### src/rtl/fringe_arria10_top.sv
// rtl/fringe_arria10_top.sv - Arria10 accelerator shell: Avalon register file, sum kernel, AXI4 master, debug scratch
// Optional feature macro: AXI_WRITEBACK_EN (single-beat write of the result to DRAM before DONE)
module fringe_arria10_top #(
    parameter int DATA_W = 32,
    parameter int ADDR_W = 7,
    parameter int AXI_DW = 512,
    parameter int AXI_SW = AXI_DW / 8
) (
    input  logic              clock,
    input  logic              reset,
    input  logic              io_raddr,
    input  logic              io_waddr,
    input  logic              io_wen,
    output logic              io_rdata,
    input  logic [ADDR_W-1:0] io_S_AVALON_address,
    input  logic              io_S_AVALON_chipselect,
    input  logic              io_S_AVALON_write,
    input  logic              io_S_AVALON_read,
    input  logic [DATA_W-1:0] io_S_AVALON_writedata,
    output logic [DATA_W-1:0] io_S_AVALON_readdata,
    output logic [5:0]        io_M_AXI_0_AWID,
    output logic [31:0]       io_M_AXI_0_AWUSER,
    output logic [31:0]       io_M_AXI_0_AWADDR,
    output logic [7:0]        io_M_AXI_0_AWLEN,
    output logic [2:0]        io_M_AXI_0_AWSIZE,
    output logic [1:0]        io_M_AXI_0_AWBURST,
    output logic              io_M_AXI_0_AWLOCK,
    output logic [3:0]        io_M_AXI_0_AWCACHE,
    output logic [2:0]        io_M_AXI_0_AWPROT,
    output logic [3:0]        io_M_AXI_0_AWQOS,
    output logic              io_M_AXI_0_AWVALID,
    input  logic              io_M_AXI_0_AWREADY,
    output logic [5:0]        io_M_AXI_0_ARID,
    output logic [31:0]       io_M_AXI_0_ARUSER,
    output logic [31:0]       io_M_AXI_0_ARADDR,
    output logic [7:0]        io_M_AXI_0_ARLEN,
    output logic [2:0]        io_M_AXI_0_ARSIZE,
    output logic [1:0]        io_M_AXI_0_ARBURST,
    output logic              io_M_AXI_0_ARLOCK,
    output logic [3:0]        io_M_AXI_0_ARCACHE,
    output logic [2:0]        io_M_AXI_0_ARPROT,
    output logic [3:0]        io_M_AXI_0_ARQOS,
    output logic              io_M_AXI_0_ARVALID,
    input  logic              io_M_AXI_0_ARREADY,
    output logic [AXI_DW-1:0] io_M_AXI_0_WDATA,
    output logic [AXI_SW-1:0] io_M_AXI_0_WSTRB,
    output logic              io_M_AXI_0_WLAST,
    output logic              io_M_AXI_0_WVALID,
    input  logic              io_M_AXI_0_WREADY,
    input  logic [5:0]        io_M_AXI_0_RID,
    input  logic [31:0]       io_M_AXI_0_RUSER,
    input  logic [AXI_DW-1:0] io_M_AXI_0_RDATA,
    input  logic [1:0]        io_M_AXI_0_RRESP,
    input  logic              io_M_AXI_0_RLAST,
    input  logic              io_M_AXI_0_RVALID,
    output logic              io_M_AXI_0_RREADY,
    input  logic [5:0]        io_M_AXI_0_BID,
    input  logic [31:0]       io_M_AXI_0_BUSER,
    input  logic [1:0]        io_M_AXI_0_BRESP,
    input  logic              io_M_AXI_0_BVALID,
    output logic              io_M_AXI_0_BREADY
);
    localparam logic [ADDR_W-1:0] A_CMD    = ADDR_W'(0);
    localparam logic [ADDR_W-1:0] A_STATUS = ADDR_W'(1);
    localparam logic [ADDR_W-1:0] A_ARGIN0 = ADDR_W'(2);
    localparam logic [ADDR_W-1:0] A_ARGOUT = ADDR_W'(3);
    localparam logic [ADDR_W-1:0] A_ARGIN1 = ADDR_W'(4);
    localparam logic [DATA_W:0]   CNT_ONE  = {{DATA_W{1'b0}}, 1'b1};

    typedef enum logic [1:0] {
        S_IDLE = 2'd0,
        S_RUN  = 2'd1,
        S_DONE = 2'd2
`ifdef AXI_WRITEBACK_EN
        , S_WB = 2'd3
`endif
    } state_t;

    state_t            r_state;
    logic [DATA_W-1:0] r_cmd;
    logic [DATA_W-1:0] r_argin0;
    logic [DATA_W-1:0] r_argin1;
    logic [DATA_W-1:0] r_argout0;
    logic [DATA_W-1:0] r_acc;
    logic [DATA_W:0]   r_cnt;      // one extra bit so cnt can exceed N = 2^32-1
    logic              r_busy;
    logic              r_done;
    logic [DATA_W-1:0] r_readdata;
    logic [1:0]        r_mem;
    logic [DATA_W-1:0] w_status;
    logic              w_unused;
`ifdef AXI_WRITEBACK_EN
    logic              r_awvalid;
    logic              r_wvalid;
`endif

    assign w_status = {{(DATA_W-2){1'b0}}, r_busy, r_done};

    // Host writes to the RW registers; chipselect is deliberately not decoded
    always_ff @(posedge clock or negedge reset) begin
        if (!reset) begin
            r_cmd    <= '0;
            r_argin0 <= '0;
            r_argin1 <= '0;
        end else if (io_S_AVALON_write) begin
            case (io_S_AVALON_address)
                A_CMD:    r_cmd    <= io_S_AVALON_writedata;
                A_ARGIN0: r_argin0 <= io_S_AVALON_writedata;
                A_ARGIN1: r_argin1 <= io_S_AVALON_writedata;
                default:  ;
            endcase
        end
    end

    // Read data registered every edge regardless of the read strobe
    always_ff @(posedge clock or negedge reset) begin
        if (!reset) begin
            r_readdata <= '0;
        end else begin
            case (io_S_AVALON_address)
                A_CMD:    r_readdata <= r_cmd;
                A_STATUS: r_readdata <= w_status;
                A_ARGIN0: r_readdata <= r_argin0;
                A_ARGOUT: r_readdata <= r_argout0;
                A_ARGIN1: r_readdata <= r_argin1;
                default:  r_readdata <= '0;
            endcase
        end
    end

    // Kernel control: sum 1..N with a live N compare, optional DRAM write-back, done handshake
    always_ff @(posedge clock or negedge reset) begin
        if (!reset) begin
            r_state   <= S_IDLE;
            r_cnt     <= '0;
            r_acc     <= '0;
            r_argout0 <= '0;
            r_busy    <= 1'b0;
            r_done    <= 1'b0;
`ifdef AXI_WRITEBACK_EN
            r_awvalid <= 1'b0;
            r_wvalid  <= 1'b0;
`endif
        end else begin
            case (r_state)
                S_IDLE: begin
                    if (r_cmd[0] && !r_done) begin
                        r_cnt   <= CNT_ONE;
                        r_acc   <= '0;
                        r_busy  <= 1'b1;
                        r_state <= S_RUN;
                    end
                end
                S_RUN: begin
                    if (r_cnt <= {1'b0, r_argin0}) begin
                        r_acc <= r_acc + r_cnt[DATA_W-1:0];
                        r_cnt <= r_cnt + CNT_ONE;
                    end else begin
                        r_argout0 <= r_acc;
`ifdef AXI_WRITEBACK_EN
                        r_awvalid <= 1'b1;
                        r_wvalid  <= 1'b1;
                        r_state   <= S_WB;
`else
                        r_busy    <= 1'b0;
                        r_done    <= 1'b1;
                        r_state   <= S_DONE;
`endif
                    end
                end
`ifdef AXI_WRITEBACK_EN
                S_WB: begin
                    if (r_awvalid && io_M_AXI_0_AWREADY) r_awvalid <= 1'b0;
                    if (r_wvalid && io_M_AXI_0_WREADY)   r_wvalid  <= 1'b0;
                    // response only counts once both address and data have been accepted
                    if (!r_awvalid && !r_wvalid && io_M_AXI_0_BVALID) begin
                        r_busy  <= 1'b0;
                        r_done  <= 1'b1;
                        r_state <= S_DONE;
                    end
                end
`endif
                S_DONE: begin
                    if (!r_cmd[0]) begin
                        r_done  <= 1'b0;
                        r_state <= S_IDLE;
                    end
                end
                default: r_state <= S_IDLE;
            endcase
        end
    end

    // Debug scratch: each write-enabled edge flips the addressed bit
    always_ff @(posedge clock or negedge reset) begin
        if (!reset) begin
            r_mem <= 2'b00;
        end else if (io_wen) begin
            r_mem[io_waddr] <= ~r_mem[io_waddr];
        end
    end

    assign io_rdata             = r_mem[io_raddr];
    assign io_S_AVALON_readdata = r_readdata;

`ifdef AXI_WRITEBACK_EN
    assign io_M_AXI_0_AWADDR  = {r_argin1[31:6], 6'b0};
    assign io_M_AXI_0_AWSIZE  = 3'd6;
    assign io_M_AXI_0_AWBURST = 2'b01;
    assign io_M_AXI_0_AWCACHE = 4'b0011;
    assign io_M_AXI_0_AWVALID = r_awvalid;
    assign io_M_AXI_0_WDATA   = {{(AXI_DW-DATA_W){1'b0}}, r_argout0};
    assign io_M_AXI_0_WSTRB   = {{(AXI_SW-4){1'b0}}, 4'hF};
    assign io_M_AXI_0_WLAST   = 1'b1;
    assign io_M_AXI_0_WVALID  = r_wvalid;
`else
    assign io_M_AXI_0_AWADDR  = '0;
    assign io_M_AXI_0_AWSIZE  = '0;
    assign io_M_AXI_0_AWBURST = '0;
    assign io_M_AXI_0_AWCACHE = '0;
    assign io_M_AXI_0_AWVALID = 1'b0;
    assign io_M_AXI_0_WDATA   = '0;
    assign io_M_AXI_0_WSTRB   = '0;
    assign io_M_AXI_0_WLAST   = 1'b0;
    assign io_M_AXI_0_WVALID  = 1'b0;
`endif
    assign io_M_AXI_0_AWID    = '0;
    assign io_M_AXI_0_AWUSER  = '0;
    assign io_M_AXI_0_AWLEN   = '0;
    assign io_M_AXI_0_AWLOCK  = 1'b0;
    assign io_M_AXI_0_AWPROT  = '0;
    assign io_M_AXI_0_AWQOS   = '0;
    assign io_M_AXI_0_ARID    = '0;
    assign io_M_AXI_0_ARUSER  = '0;
    assign io_M_AXI_0_ARADDR  = '0;
    assign io_M_AXI_0_ARLEN   = '0;
    assign io_M_AXI_0_ARSIZE  = '0;
    assign io_M_AXI_0_ARBURST = '0;
    assign io_M_AXI_0_ARLOCK  = 1'b0;
    assign io_M_AXI_0_ARCACHE = '0;
    assign io_M_AXI_0_ARPROT  = '0;
    assign io_M_AXI_0_ARQOS   = '0;
    assign io_M_AXI_0_ARVALID = 1'b0;
    assign io_M_AXI_0_RREADY  = 1'b1;
    assign io_M_AXI_0_BREADY  = 1'b1;

    // Inputs with no consumer in this shell (read channel, B id/user/resp, strobes)
    assign w_unused = ^{io_S_AVALON_chipselect, io_S_AVALON_read, io_M_AXI_0_ARREADY,
                        io_M_AXI_0_AWREADY, io_M_AXI_0_WREADY, io_M_AXI_0_BVALID,
                        io_M_AXI_0_RID, io_M_AXI_0_RUSER, io_M_AXI_0_RDATA, io_M_AXI_0_RRESP,
                        io_M_AXI_0_RLAST, io_M_AXI_0_RVALID, io_M_AXI_0_BID, io_M_AXI_0_BUSER,
                        io_M_AXI_0_BRESP, r_argin1[5:0]};
endmodule

### config.mk
export PLATFORM = sky130hd
export DESIGN_NAME = fringe_arria10_top
export DESIGN_NICKNAME = d
export VERILOG_FILES = /design/src/rtl/fringe_arria10_top.sv
export SDC_FILE = /design/constraint.sdc
export NUM_CORES = 1
export LEC_CHECK = 0
export ABC_AREA = 1
export CAP_MARGIN = 25
export CORE_AREA = 2 2 566 568
export DETAILED_ROUTE_END_ITERATION = 7
export DIE_AREA = 0 0 568 570
export SLEW_MARGIN = 40
export SYNTH_ARGS = -nofsm -noshare
export SYNTH_HDL_FRONTEND = slang
export SYNTH_SLANG_ARGS = --single-unit
export TNS_END_PERCENT = 10
### constraint.sdc
create_clock -name clock -period 4.3 [get_ports clock]
set_clock_uncertainty 0.1 [all_clocks]
set_input_delay 1.075 -clock clock [delete_from_list [all_inputs] [get_ports clock]]
set_output_delay 1.075 -clock clock [all_outputs]
set_load 0.005 [all_outputs]
### After elaboration in Yosys (flattened, before gate mapping)

Cells that the tools add are included.

* register bits after elaboration: 231
* input bits: 645
* output and inout port bits: 805
* logic and storage cells: 68

* add/subtract/negate cells: 2
* $lt $le $gt $ge: 4
* equal/unequal tests: 10
* multiplexer cells: 24
* bitwise operators: 2
* reduce and logical (&&, ||, !) cells: 15

Operators with widths (number)
* one-hot mux 32 bit (5 select lines): 1
* two-way mux 33 bit: 2
* one-hot mux 33 bit (2 select lines): 1
* two-way mux 32 bit: 2
* one-hot mux 32 bit (2 select lines): 1
* adder 33 x 1 -> 33 bit, second input constant: 1
* less-or-equal comparator 33 x 32 -> 1 bit: 1
* adder 32 bit: 1
* == test 7 x 2 -> 1 bit, second input constant: 2
* AND reduction 3 bit: 4
* two-way mux 1 bit: 9
* != test 2 bit, second input constant: 4
* AND reduction 2 bit: 4
* == test 7 x 1 -> 1 bit, second input constant: 1
* == test 7 x 3 -> 1 bit, second input constant: 1
* zero test 7 bit: 1
* two-way mux 2 bit: 3
* one-hot mux 2 bit (3 select lines): 1
* less-than comparator 1 x 2 -> 1 bit, second input constant: 2
* one-hot mux 1 bit (2 select lines): 2
* nonzero test 2 bit: 2
* bitwise mux 2 bit: 1
* == test 2 x 1 -> 1 bit, second input constant: 1
* == test 2 bit, second input constant: 1
* 6 further kinds: 8

### Depth between registers and ports, before layout

* word-level depth: 5
* depth in mapped cells: 18
* mapped depth without buffers: 16

### Least setup slack after synthesis

OpenSTA, ideal clock, no wires.

* path type: input -> output
* start: input port io_raddr
* end: output port io_rdata
* arrival: 1255 ps
* required time: 3125 ps
* path slack: 1870 ps
* stages on the path: 1
* path buffers: 0
* path through: o21ai_0

* word-level cells in the longest chain between the ends: 2

Ends and longest elaborated chain
* start, declared: RTL line 11 `input logic io_raddr,`
* two-way mux 1 bit (not written as such) (2 in series): RTL line 203 `assign io_rdata = r_mem[io_raddr];`
* end, declared: RTL line 14 `output logic io_rdata,`

No other way between the ends. The select of a mux whose other input is x is not followed.

### Worst setup path after layout

Same ends and word-level chain as after synthesis.

==> metrics.md <==
| Metric | Value |
|---|---|
| Outcome | `finished, violations left` |
| Failing checks | `design-rule violations` |
| Clk buf depth | `3` |
| Count of hold buffers inserted by post-cts repair | `0` |
| Hold Fails Final Rpt | `0` |
| Most frequent cell after synthesis | `buf_4` |
| Fill cells | `37,300` |
| Core area | `around 320,000 µm²` |
| Max Cap Violations | `0` |
| Routed vias | `roughly 14,000` |
| Synth top area share | `around 30%` |
| Port Buffer Count | `77` |
| DRT antenna net count | `0` |
| Fin util | `under 10%` |
| FFs w/ async S/R, synth | `100%` |
| # clock sinks | `~230` |
| Synthesized flop and latch total | `about 230` |
| Leakage | `10.3 nW` |
| Worst-Margin Slew | `roughly 750 ps` |
| Mapped Cells | `approximately 2,700` |
| Area leader, netlist | `buf_4` |
| Total CTS buffers | `24` |
| Mapped cell area | `between 15,000 and 20,000 µm²` |
| Post-Route WL | `approximately 44,000 µm` |
| Vias in the first global route | `12,100` |
| Synth cell types | `36` |
| Placed Cells | `approximately 6,900` |
| Post-CTS Setup Bufs | `0` |
| Fraction of layout cells with a size suffix above 1 | `3.04%` |
| Die Wd | `568 µm` |
| First-pass iteration count of the detailed router | `8` |
| Clk slew on worst S/H paths | `roughly 60 ps` |
| Slew headroom | `around 50%` |
| Die height | `approximately 570 µm` |
| Final GP Congestion | `about 0.84` |
| # DRC | `1` |
| Footprint of the multi-input gates | `between 9000 and 10,000 µm²` |
| Worst-Skew Late Latency | `~550 ps` |
| Syn. warnings | `0` |
| Max FO, Critical Path | `2` |
| Largest cells by area after synthesis | `buf_4 (30%), dfrtp_1 (30%), nand2_1 (14%), inv_1 (4.8%), ha_1 (4.2%)` |
| Largest net degree at the start of global routing | `slightly above 90` |
| DR iter-0 viols | `862` |
| DP HPWL | `about 34,000 µm` |
| Seq/Total Area, Yosys | `30.1%` |
| Hold Crit Class | `flop to flop` |
| Post-layout minimum cycle time | `~3400 ps` |
| Die Area | `around 320,000 µm²` |
| Row cnt | `between 200 and 250` |
| Clock root buffer | `clkbuf_16` |
| Arr. time, crit path | `~2200 ps` |
| Initial antenna violation count | `2` |
| Reg area | `slightly below 6000 µm²` |
| Fin crit share | `about four fifths` |
| Critical Path Sink Type | `primary output` |
| IO Count | `roughly 1,500` |
| Htree depth | `1` |
| Total gr overflow | `0` |
| First-pass GRT wire length | `between 60,000 and 70,000 µm` |
| Avg WL per Cell | `between 6 and 7 µm` |
| Synthesized area per cell | `between 7 and 8 µm²` |
| Worst EP required | `around 3100 ps` |
| Fmax achieved | `just under 0.3 GHz` |
| Setup crit start kind | `input pin` |
| Final nets | `around 3,400` |
| Fin cells | `between 6,000 and 7,000` |
| Cell area power density | `~250 nW/µm²` |
| Resized Gates After CTS | `0` |
| Peak VDD IR | `between 0.2 and 0.25 mV` |
| Kind of critical path | `input pin to primary output` |
| TritonCTS clock tree | `built` |
| Area grow syn2layout | `20.3%` |
| Count of pins over their slew limit | `0` |
| Aggregate negative setup slack | `0 ps` |
| Via density | `2.03` |
| Most used DFF post-synth | `dfrtp_1` |
| Post-synth EDFFs | `0` |
| Count of final setup violators | `0` |
| Synth cell count leaders | `buf_4 (776), nand2_1 (718), inv_1 (246)` |
| Tot GR Track Use | `~2.5%` |
| Starting Density | `under 10%` |
| RSZ-0062 raised after global routing | `no` |
[through the flow]
stage	hold slack [ps]	total power, mW	cell area, µm²	setup WS [ps]
floorplan	342	3.76	22100	1870
global placement	362	3.60	22300	843
detailed placement	365	3.61	22300	842
CTS	381	5.91	23100	840
global route	399	6.19	23100	689
finish	376	5.87	23100	893
[kinds of logic after synthesis]
family / synth area share, %
buffers and inverters: 36.5
AND/OR/NAND/NOR: 21.3
AO/OA/AOI/OAI: 6.79
flip-flops: 30.1
adder cells (fa/ha/maj): 4.27
XOR/XNOR: 1.05
other: 0.0390
[layout by cell type, fill, tap and decap left out, types with 2 or more instances in the layout]
| cell type | netlist | final |
|---|---|---|
| nand4_1 | 16 | 16 |
| clkbuf_8 | 0 | 9 |
| ha_1 | 64 | 64 |
| a221oi_1 | 2 | 2 |
| clkinv_4 | 0 | 2 |
| conb_1 | 2 | 772 |
| buf_4 | 776 | 16 |
| clkbuf_1 | 41 | 2 |
| bufinv_16 | 0 | 3 |
| nor2_2 | 1 | 3 |
| clkdlybuf4s50_1 | 0 | 76 |
| o2111ai_1 | 30 | 30 |
| inv_2 | 3 | 3 |
| xor2_1 | 20 | 20 |
| nand2_1 | 718 | 715 |
| nor3_2 | 4 | 4 |
| dfrtp_1 | 231 | 231 |
| xnor2_1 | 3 | 3 |
| or2_2 | 3 | 3 |
| nor3b_1 | 3 | 3 |
| nor3_1 | 26 | 26 |
| clkbuf_16 | 0 | 25 |
| and2_1 | 2 | 2 |
| o21ai_1 | 18 | 18 |
| clkinv_2 | 0 | 3 |
| a21oi_1 | 45 | 45 |
| o21ai_0 | 131 | 131 |
| buf_12 | 0 | 3 |
| nand2_2 | 1 | 4 |
| nor2_1 | 143 | 141 |
| inv_1 | 246 | 246 |
| o21bai_1 | 4 | 4 |
| nand3_1 | 92 | 92 |
| nand3b_1 | 5 | 5 |
[routing by layer]
metal  vias up  GRT usage (%)  part of all wire (%)  routed length (µm)
li1       6828              -                     -                   -
met5         -              0                     0                   0
met1      6281           3.09                    41               18100
met3        59          0.454                   8.6                3750
met4         0          0.968                   2.5                1110
met2       835           4.35                    48               20800
[power by group]
part,internal (mW),leakage [nW],switching [mW]
sequential,2.31,3.17,0.113
combinational,0.289,6.64,0.873
clock,1.40,0.438,0.886
total,4.00,10.3,1.87
[worst paths after layout]
check,startpoint,end,cells after the start,slack (ps)
worst max-delay path,io_raddr,io_rdata,3,890
worst min-delay path,r_mem[1],r_mem[1],1,380
worst max register to register,r_cnt[24],r_acc[26],12,980
worst min register to register,r_mem[1],r_mem[1],1,380
max in group asynchronous,reset,r_argout0[1],2,2780
min in group asynchronous,reset,r_cmd[27],1,440
[sequential cells by signal, summed over array words and instances, names as in the netlist]
register,count
r_argin1,32
r_cnt,33
r_argout0,32
io_S_AVALON_readdata,32
r_done,1
r_mem,2
r_argin0,32
r_cmd,32
r_busy,1
r_state,2
r_acc,32
[critical path, stage by stage]
cell and delay (ps):
clkdlybuf4s50_1 440, o21ai_0 190, clkdlybuf4s50_1 520
[final cells by class]
cell class,count,area share [%]
Inverter,250,4.06
Multi-Input combinational cell,2110,40.4
Tap cell,4180,22.6
Clock buffer,36,3.27
Clock inverter,8,0.530
Sequential cell,231,25.0
Antenna cell,1,0.0108
Timing Repair Buffer,96,4.13
Power figures use the tool's default switching activity.
